==> config.mk <==
export PLATFORM = sky130hd
export DESIGN_NAME = mult_div_unit
export DESIGN_NICKNAME = d
export VERILOG_FILES = /design/src/rtl/mult_div_unit.sv
export SDC_FILE = /design/constraint.sdc
export NUM_CORES = 1
export LEC_CHECK = 0
export CORE_MARGIN = 4
export CORE_UTILIZATION = 35
export DETAILED_ROUTE_END_ITERATION = 7
export PLACE_DENSITY = 0.56
export REMOVE_ABC_BUFFERS = 1
export SLEW_MARGIN = 0
export SYNTH_ARGS = -nofsm -noshare
export SYNTH_HDL_FRONTEND = slang
export SYNTH_SLANG_ARGS = --single-unit
export TNS_END_PERCENT = 50
==> constraint.sdc <==
create_clock -name clk -period 3.4 [get_ports clk]
set_clock_uncertainty 0.2 [all_clocks]
set_input_delay 0.51 -clock clk [delete_from_list [all_inputs] [get_ports clk]]
set_output_delay 0.51 -clock clk [all_outputs]
set_load 0.02 [all_outputs]
==> src/rtl/mult_div_unit.sv <==
// Iterative multiply/divide unit owning HI/LO: one shift-add / restoring-subtract
// datapath shared by MULT, MULTU, DIV and DIVU, WIDTH iterations per operation.
module mult_div_unit #(
  parameter int WIDTH = 32
) (
  input  logic             clk,
  input  logic             rst_n,
  input  logic             start,
  input  logic [1:0]       op,
  input  logic [WIDTH-1:0] rs_data,
  input  logic [WIDTH-1:0] rt_data,
  input  logic             hi_we,
  input  logic             lo_we,
  input  logic [WIDTH-1:0] wdata,
  output logic             busy,
  output logic             done,
  output logic [WIDTH-1:0] hi,
  output logic [WIDTH-1:0] lo,
  output logic [1:0]       dbg_state
);

  localparam int CW = (WIDTH > 1) ? $clog2(WIDTH) : 1;
  localparam logic [CW-1:0] LAST = CW'(WIDTH - 1);

  // Handshake: start is accepted only at an edge where busy=0; done pulses for
  // one cycle after HI/LO take the result. busy and done are never both high.
  typedef enum logic [1:0] {
    S_IDLE = 2'd0,
    S_PREP = 2'd1,
    S_CALC = 2'd2,
    S_FIX  = 2'd3
  } state_e;

  state_e state_q, state_d;

  logic [1:0]         op_q, op_d;
  logic [WIDTH-1:0]   a_q, a_d;
  logic [WIDTH-1:0]   b_q, b_d;
  logic [WIDTH-1:0]   rs_q, rs_d;
  logic [2*WIDTH-1:0] acc_q, acc_d;
  logic               neg_res_q, neg_res_d;
  logic               neg_rem_q, neg_rem_d;
  logic [CW-1:0]      cnt_q, cnt_d;
  logic [WIDTH-1:0]   hi_q, hi_d;
  logic [WIDTH-1:0]   lo_q, lo_d;
  logic               done_q, done_d;

  logic               is_signed;
  logic               is_div;
  logic [WIDTH:0]     mul_sum;
  logic [WIDTH:0]     div_rsh;
  logic [WIDTH:0]     div_diff;
  logic [2*WIDTH-1:0] prod_fix;
  logic [WIDTH-1:0]   quo;
  logic [WIDTH-1:0]   rem;

  assign is_signed = ~op_q[0];
  assign is_div    = op_q[1];

  always_comb begin
    state_d = state_q;
    case (state_q)
      S_IDLE: if (start) state_d = S_PREP;
      S_PREP: state_d = S_CALC;
      S_CALC: if (cnt_q == LAST) state_d = S_FIX;
      S_FIX:  state_d = S_IDLE;
      default: state_d = S_IDLE;
    endcase
  end

  // Accumulator: multiply keeps the partial product in the upper half and shifts
  // low product bits in from the top; divide keeps remainder above dividend/quotient.
  always_comb begin
    mul_sum  = {1'b0, acc_q[2*WIDTH-1:WIDTH]} + (b_q[0] ? {1'b0, a_q} : '0);
    div_rsh  = acc_q[2*WIDTH-1:WIDTH-1];
    div_diff = div_rsh - {1'b0, b_q};
    prod_fix = neg_res_q ? (~acc_q + 1'b1) : acc_q;
    quo      = neg_res_q ? (~acc_q[WIDTH-1:0] + 1'b1) : acc_q[WIDTH-1:0];
    rem      = neg_rem_q ? (~acc_q[2*WIDTH-1:WIDTH] + 1'b1) : acc_q[2*WIDTH-1:WIDTH];
  end

  always_comb begin
    op_d      = op_q;
    a_d       = a_q;
    b_d       = b_q;
    rs_d      = rs_q;
    acc_d     = acc_q;
    neg_res_d = neg_res_q;
    neg_rem_d = neg_rem_q;
    cnt_d     = cnt_q;
    hi_d      = hi_q;
    lo_d      = lo_q;
    done_d    = 1'b0;
    case (state_q)
      S_IDLE: begin
        if (hi_we) hi_d = wdata;
        if (lo_we) lo_d = wdata;
        if (start) begin
          op_d = op;
          a_d  = rs_data;
          b_d  = rt_data;
          rs_d = rs_data;
        end
      end
      S_PREP: begin
        if (is_signed && a_q[WIDTH-1]) a_d = ~a_q + 1'b1;
        if (is_signed && b_q[WIDTH-1]) b_d = ~b_q + 1'b1;
        neg_res_d = is_signed & (a_q[WIDTH-1] ^ b_q[WIDTH-1]);
        neg_rem_d = is_signed & a_q[WIDTH-1];
        acc_d     = '0;
        if (is_div) acc_d[WIDTH-1:0] = (is_signed && a_q[WIDTH-1]) ? (~a_q + 1'b1) : a_q;
        cnt_d     = '0;
      end
      S_CALC: begin
        if (!is_div) begin
          acc_d = {mul_sum, acc_q[WIDTH-1:1]};
          b_d   = b_q >> 1;
        end else if (!div_diff[WIDTH]) begin
          acc_d = {div_diff[WIDTH-1:0], acc_q[WIDTH-2:0], 1'b1};
        end else begin
          acc_d = {div_rsh[WIDTH-1:0], acc_q[WIDTH-2:0], 1'b0};
        end
        cnt_d = cnt_q + 1'b1;
      end
      S_FIX: begin
        done_d = 1'b1;
        if (!is_div) begin
          hi_d = prod_fix[2*WIDTH-1:WIDTH];
          lo_d = prod_fix[WIDTH-1:0];
        end else if (b_q == '0) begin
          // Divide by zero: quotient saturates to all ones, HI keeps the dividend.
          lo_d = '1;
          hi_d = rs_q;
        end else begin
          lo_d = quo;
          hi_d = rem;
        end
      end
      default: ;
    endcase
  end

  always_ff @(posedge clk) begin
    if (!rst_n) begin
      state_q   <= S_IDLE;
      op_q      <= '0;
      a_q       <= '0;
      b_q       <= '0;
      rs_q      <= '0;
      acc_q     <= '0;
      neg_res_q <= 1'b0;
      neg_rem_q <= 1'b0;
      cnt_q     <= '0;
      hi_q      <= '0;
      lo_q      <= '0;
      done_q    <= 1'b0;
    end else begin
      state_q   <= state_d;
      op_q      <= op_d;
      a_q       <= a_d;
      b_q       <= b_d;
      rs_q      <= rs_d;
      acc_q     <= acc_d;
      neg_res_q <= neg_res_d;
      neg_rem_q <= neg_rem_d;
      cnt_q     <= cnt_d;
      hi_q      <= hi_d;
      lo_q      <= lo_d;
      done_q    <= done_d;
    end
  end

  assign busy      = (state_q != S_IDLE);
  assign done      = done_q;
  assign hi        = hi_q;
  assign lo        = lo_q;
  assign dbg_state = state_q;

endmodule

After elaboration in Yosys (flattened, before gate mapping). Index checks and enable logic that the tools add are counted.

Output and inout port bits: 68. Flip-flop bits (word level): 236. Word-level logic and storage cells: 82. Input bits: 103.

$add $sub $neg: 8. Muxes and demuxes: 28. Bitwise logic cells: 9. Reduce and logical (&&, ||, !) cells: 15. Equality and inequality tests: 10.

Operators with widths (count): $mux 32 (15); $mux 64 (3); $pmux 32 s2 (3); $add 32x1->32 const B (4); $not 32->32 (4); $pmux 64 s2 (1); $pmux 32 s3 (1); $add 64x1->64 const B (1); $not 64->64 (1); $add 32x32->33 (1); $sub 33x32->33 (1); $logic_not 32->1 (1); $ne 2x2->1 const B (6); $pmux 5 s2 (1); $reduce_and 2->1 (5); $pmux 2 s4 (1); $reduce_bool 2->1 (4); $add 5x1->5 const B (1); $eq 5x5->1 const B (1); $eq 2x2->1 const B (2); $mux 2 (2); $reduce_and 4->1 (1); $reduce_bool 3->1 (1); $and 1x1->1 (2); other kinds (6) (7).

Logic depth before layout (Yosys ltp). Gate-level depths: netlist (run 1).

Depth after elaboration: 6. Gate-level depth with buffers: 16. Gate-level depth less buffers: 15.

Worst setup path before layout (run 1). OpenSTA, ideal clock, no wires.

Path kind: register to register. From: register b_q[0]. To: register acc_q[63]. Slack: -0.017 ns. Setup time: 0.091 ns. Path buffers: 0. Arrival: 3.126 ns. Stages on the path, launching flop included: 16. Required time: 3.109 ns. Clock period less this slack: 3.417 ns. Path through: dfxtp_1 inv_1 nor2_1 ha_1 inv_1 fa_1 nor2b_1 o31a_1 o21ai_0 o31ai_1 o211ai_1 o21ai_0 a211oi_1 o311ai_0 nand3_1 a311oi_1.

Word-level cells in the longest chain between the ends: 4. Elaborated cells between the ends (all ways): 6. Those cells by class: add/sub: 2; mux: 4.

RTL lines: start, declared (line 38) `logic [WIDTH-1:0] b_q, b_d;`; start signal, assigned (line 148) `b_q <= '0;`; start signal, assigned (line 161) `b_q <= b_d;`; $sub 33x32->33 or $mux 32 (tied branches) (line 76, 74); $mux 64 or $add 32x32->33 (tied branches) (line 118, 74); $mux 64 * (line 115) `if (!is_div) begin`; $pmux 64 s2 * (line 94) `case (state_q)`; end signal, assigned (line 150) `acc_q <= '0;`; end signal, assigned (line 163) `acc_q <= acc_d;`; end, declared (line 40) `logic [2*WIDTH-1:0] acc_q, acc_d;`.

Mark *: on every way between the ends. The rest lies on a longest branch, timed or not. A chain may end at the register's enable or synchronous reset.

Worst setup path after layout (run 1).
From: register b_q[6]. To: register lo_q[1], in the netlist lo[1].

Word-level cells in the longest chain between the ends: 4.

RTL lines: $logic_not 32->1 (line 130) `end else if (b_q == '0) begin`; $mux 32 (line 130); $mux 32 (line 127) `if (!is_div) begin`; $pmux 32 s2 (line 94); end signal, assigned (line 168) `lo_q <= lo_d;`; end, declared (line 45) `logic [WIDTH-1:0] lo_q, lo_d;`.

No other way between the ends.

==> results of run 1 <==
[cells by family after synthesis]
kind of cell,count (synthesis)
AND/OR/NAND/NOR,912
XOR/XNOR,156
multiplexers,41
adder cells (fa/ha/maj),77
AO/OA/AOI/OAI,896
flip-flops,236
buffers and inverters,280
[layer usage]
| layer | wire (um) | up-vias | track usage, % | share of wire, % |
|---|---|---|---|---|
| met3 | 3980 | 111 | 2.62 | 5.2 |
| li1 | - | 9979 | - | - |
| met4 | 2080 | 0 | 6.70 | 2.7 |
| met2 | 35700 | 591 | 42.0 | 47 |
| met5 | 0 | - | 0 | 0 |
| met1 | 34500 | 10100 | 34.5 | 45 |
[report_power, final]
group / internal (mW) / total, mW / switching [mW] / leakage (nW)
logic: 5.23 / 12.9 / 7.65 / 7.64
clock network: 1.88 / 3.24 / 1.36 / 0.487
registers: 3.46 / 4.17 / 0.708 / 1.94
total: 10.6 / 20.3 / 9.72 / 10.1
[state kept, by name (all words and copies together) (netlist names)]
register / cells
rs_q: 32
cnt_q: 5
acc_q: 64
b_q: 32
neg_res_q: 1
hi: 32
lo: 32
neg_rem_q: 1
a_q: 32
op_q: 2
dbg_state: 2
done: 1
[worst max-delay path, cell delays in order, from the launching register on]
cell and delay (ps):
dfxtp_2 350, or4_4 560, or4_4 470, nor4b_4 410, buf_4 180, buf_6 80
and4_4 220, buf_12 140, nand2_8 70, buf_8 190, o211ai_1 90, nand2_1 90
a21oi_2 140, a21oi_1 50, nor2b_1 110
[worst paths after layout]
path / startpoint / endpoint / slack [ps] / cells after the start
max: b_q[6] / lo[1] / -9 / 14
min: rst_n / acc_q[59] / 180 / 3
max reg2reg: b_q[6] / lo[1] / -9 / 14
min reg2reg: lo[5] / lo[5] / 250 / 2
[area by class of cell]
cell class | instances | area, sq um
flip-flops and latches | 236 | 4740
fillers | 5336 | 28200
well taps | 688 | 861
multi-input cells | 2082 | 13600
clock inverters | 8 | 93.8
inverters | 70 | 263
repair buffers | 482 | 4370
clock buffers | 47 | 895
[metrics by stage]
step	utilization [%]	setup WS (ps)
6_report	46.8	-9.12
3_5_place_dp	43.5	-281
4_1_cts	45.6	-21.8
2_1_floorplan	-	-1480
3_3_place_gp	43.5	-200
5_1_grt	46.8	-131
[layout by cell type (no fill, tap or decap), types with 26 or more instances in the layout]
cell type        count
nand2_1            356
buf_4              284
dfxtp_1            226
a21oi_1            211
o21ai_0            177
clkdlybuf4s50_1    169
nor2_1             140
xnor2_1             96
nor2b_1             77
inv_1               68
ha_1                67
o211ai_1            62
xor2_1              60
nand3_1             59
a21boi_0            57
nor3_1              45
and2_1              43
mux2i_1             39
a21o_1              36
clkbuf_16           34
o221ai_1            33
a211oi_1            31
a21boi_1            31
a31oi_1             30
or3_1               30
a22oi_1             28
nand2b_1            26
[what timing repair did]
action,in CTS,in global routing
gates resized for setup,34,148
pin swaps,10,61
setup endpoints to repair,42,95
setup buffers,4,13
gates cloned,0,4
endpoints found under the hold margin,0,0
==> metrics.yaml, run 1 <==
synth_most_common_cell: "nand2_1"
synthTopCellsByCount: "nand2_1, dfxtp_1, a21oi_1"
grt_pass1_vias: 20200
place_area_sq_um: 23000
drive_gt1_share_pct: 17.3
n_antenna_cell: 0
cts-buffers-inserted: 30
setup_viol: 1
overflow: 0
synthFlopType: "dfxtp_1"
fmax_mhz: 293
cts-hold-fix-buffers: 0
ys_seq_area_share_pct: 25.1
routed_wl_um: 76300
clk_pin_slew_ps: 60
synth.area.top_cells: "dfxtp_1, nand2_1, a21oi_1"
grt_antenna_before_repair: 1
grt_usage_pct: 25.0
nNetsFinal: 3082
syn_inst: 2598
cp.arrival_ps: 3760
core-area_sq_um: 53000
die-height_um: 240
min_period_over_period_pct: 100
yosysWarnings: 0
synth_top_area_share_pct: 25.1
insertion_delay_ps: 610
synth.distinct_cells: 84
hp-class: "in2reg"
status: "finished, violations left"
cts_tree: "yes"
hold_viol: 0
ys_seq_elements: 236
initial_core_util_pct: 35.6
routabilityCongestion: 0.927
violations: "setup timing"
row_count: 84
synth_top_family_by_area: "compound AO/OA/AOI/OAI gates"
synth_area_leader_cell: "dfxtp_1"
critical_path.max_fanout: 5
fin_ws_ps: -9.12
drtIter0Drc: 1753
synthMuxAreaShare_pct: 2.19
ys_async_sr_fraction_pct: 0
cp-end-kind: "flip-flop"
stdcell_area_sq_um: 24800
worst-setup-path-type: "reg2reg"
ir_worst_vdd_mv: 0.430
tightest_slew_ps: 852
powerDensity_nw_per_um2: 818
maxSlewViolCount: 0
placed_cells: 3539
fin_crit_ps: 3410
grt_setup_unrepaired: "true"
worstSetupStartpointType: "flip-flop"
p_leak_nw: 10.1
dr.pass1.iters: 5
synth-xor-area-share_pct: 7.25
synth_fa_ha_area_share_pct: 5.19
grt_pass1_wl_um: 116000
syn_avg_cell_area_sq_um: 7.26
yosys.area_share.simple_pct: 23.6
hpwlAfterDp_um: 55900
clock_sinks: 236
vias_per_cell: 5.75
cap_violations: 0
netlist_area_sq_um: 18900
required_ps: 3750
wl_per_cell_um: 21.1
grt_max_degree: 167
finalNonFillerCells: 3613
synth_compound_area_share_pct: 30.8
htree_levels: 1
die_area_sq_um: 57600
portBuffers: 170
slew_headroom_pct: 43.2
pin_count: 171
fin_tns_setup_ps: -9.12
cts_root_buffer: "clkbuf_16"
syn2layout_area_growth_pct: 31.5
die_x_um: 240
total_power_mw: 20.3
ant_nets: 0
drc: 0
synth_enable_flop_cells: 0
fin_hold_ws_ps: 181
clockBufferDepth: 3
routed-via-count: 20800
No activity file was read; power rests on OpenSTA's default activity.
==> run 2, diff against run 1 <==
- CTS_CLUSTER_DIAMETER: unset -> 100
- GPL_TIMING_DRIVEN: unset -> 0
==> metrics.yaml, run 2 (synthesis gave the netlist of run 1 again) <==
fin_ws_ps: -310  # -301 ps
rr_startpoint: "b_q[0]"
vias_per_cell: 5.89  # +2.5%
grt_usage_pct: 24.0  # -1.0 points
largest_register_ffs: 64  # unchanged
hold_depth: 2  # -1
routabilityCongestion: 0.886  # -4.5%
wl_per_cell_um: 21.6  # +2.0%
rrSetupSlack_ps: -310  # -300 ps
die_x_um: 240  # unchanged
crit_path_frequent_cell: "or3_4"
tightest_slew_ps: 1470  # +620 ps
layout_commonest_cell: "nand2_1"
pin_count: 171  # unchanged
cap_violations: 0  # unchanged
r2r_end: "b_q[21]"
required_ps: 3690  # -60 ps
ant_nets: 0  # unchanged
cp.arrival_ps: 4000  # +240 ps
grt_pass1_vias: 19000  # -5.8%
place_ws_ps: -2050  # -1770 ps
clockPowerShare_pct: 17.1  # +1.1 points
multi_input_area_sq_um: 14200  # +4.5%
dr.pass1.iters: 6  # +1
worst-setup-path-type: "reg2reg"
p_int_mw: 10.3  # -2.8%
min_period_over_period_pct: 109  # +8.8 points
slowest_delay_ps: 540  # -20 ps
hp-class: "in2reg"
syn2layout_area_growth_pct: 27.5
regArea_sq_um: 4780  # +0.71%
insertion_delay_ps: 600  # about the same
cp_cell_sequence: "buf_12 -> buf_12 -> or3_4 -> or4_4 -> nor4_4 -> nand2_1 -> or3_4 -> or3_4 -> nor3_4 -> o311ai_2 -> a22oi_1 -> nor2b_1"
worst_hold_path.endpoint: "b_q[3]"
die-height_um: 240  # unchanged
fin_hold_ws_ps: 220  # +38.5 ps
setup_viol: 39  # +38
slew_headroom_pct: 1.77  # -41 points
clockBufferDepth: 3  # unchanged
row_count: 84  # unchanged
min-delay-start: "rst_n"
worstRegToRegCells: 12  # -2
combinationalPowerShare_pct: 60.7  # -2.8 points
cpLargestDelayFamily: "simple AND/OR/NAND/NOR gates"
p_sw_mw: 9.80  # +0.82%
cts_root_buffer: "clkbuf_16"
fin_tns_setup_ps: -3570  # -3560 ps
drc: 0  # unchanged
portBuffers: 170  # unchanged
cts_tree: "yes"
final_cell_mix: "nand2_1, a21oi_1, dfxtp_1"
grt_setup_unrepaired: "true"
fmax_mhz: 270  # -8.1%
grt_max_degree: 139  # -17%
nNetsFinal: 2883  # -6.5%
sw_frac_of_total_pct: 48.8  # +0.92 points
clk_pin_slew_ps: 60  # about the same
fill_cells: 5351  # +0.28%
hpwlAfterDp_um: 50800  # -9.1%
routed-via-count: 20100  # -3.1%
violations: "setup timing"
overflow: 0  # unchanged
initial_core_util_pct: 35.6  # unchanged
grt_pass1_wl_um: 111000  # -4.3%
drive_gt1_share_pct: 14.4  # -2.9 points
critical_path.max_fanout: 4  # -1
die_area_sq_um: 57600  # unchanged
fin_crit_ps: 3710  # +301 ps
cts-buffers-inserted: 31  # +3.3%
p_leak_nw: 9.16  # -9.0%
status: "finished, violations left"
worstSetupStartpointType: "flip-flop"
n_antenna_cell: 0  # unchanged
crit_slowest_cell: "or4_4"
regMostFlops: "acc_q"
fin_util_pct: 45.4  # -1.4 points
cp-end-kind: "flip-flop"
cts-hold-fix-buffers: 0  # unchanged
ir_worst_vdd_mv: 0.412  # -4.1%
crit_buf_inv: 2  # -2
maxSlewViolCount: 0  # unchanged
routed_wl_um: 73600  # -3.6%
hold_viol: 0  # unchanged
drtIter0Drc: 1730  # -1.3%
htree_levels: 1  # unchanged
core-area_sq_um: 53000  # unchanged
p_seq_share_pct: 22.2  # +1.7 points
grt_antenna_before_repair: 1  # unchanged
clock_sinks: 236  # unchanged
powerDensity_nw_per_um2: 835  # +2.0%
==> run 2: cell count changes in the layout (fill, tap and decap cells not counted), moves of 12 or more <==
cell,delta
dfxtp_1,-19
a21boi_0,+23
buf_4,-222
a21boi_1,-25
o21ai_0,-12
dfxtp_2,+15
==> run 2: final cells by class <==
type | count | area share [%]
Clock buffer | 47 | 3.90
Clock inverter | 9 | 0.510
Inverter | 70 | 1.18
Multi-Input combinational cell | 2091 | 58.9
Sequential cell | 236 | 19.9
Tap cell | 688 | 3.58
Timing Repair Buffer | 273 | 12.1
==> run 2: how the worst max path moves through the flow <==
stage / cells past startpoint / to / startpoint / slack [ps]
final: 12 / b_q[21] / b_q[0] / -310
after floorplan: 8 / b_q[20] / dbg_state[0] / -1480
after global placement: 7 / acc_q[57] / rst_n / -5410
after CTS: 12 / b_q[21] / b_q[0] / -170
after detailed placement: 15 / acc_q[63] / b_q[0] / -2050
after global routing: 12 / b_q[21] / b_q[0] / -460
==> run 2: what timing repair did <==
item | in CTS | in global routing
gates resized for setup | 166 | 139
pin swaps | 47 | 83
buffers inserted | 47 | 42
setup endpoints to repair | 136 | 113
cloned | 6 | 4
==> run 2: metrics by stage <==
step	power [mW]	std cells	cell area, sq um
3_3_place_gp	14.1	3246	20600
5_1_grt	21.3	3414	24000
3_5_place_dp	14.7	3264	21000
4_1_cts	19.2	3371	23200
6_report	20.1	3414	24000
2_1_floorplan	10.8	2388	18000
==> run 2: power groups by stage <==
stage | sequential, mW | combinational (mW) | clock (mW)
CTS | 4.41 | 11.3 | 3.50
global route | 4.55 | 13.2 | 3.60
finish | 4.45 | 12.2 | 3.43
floorplan | 4.44 | 6.37 | 0
global placement | 4.53 | 9.54 | 0
detailed placement | 4.47 | 10.2 | 0
==> run 2: metal layers <==
layer	share of wire [%]	routed length, um	GRT usage (%)
met1	46	33800	33.9
met2	46	33800	39.1
met3	5.4	3940	2.47
met4	2.7	1980	6.86
met5	0	0	0
==> run 3, diff against run 2 <==
- GPL_TIMING_DRIVEN: 0 -> 1
- HOLD_SLACK_MARGIN: unset -> 0.06
==> results of run 3 <==
The final DEF is identical to that of run 1; final timing and power are the same.
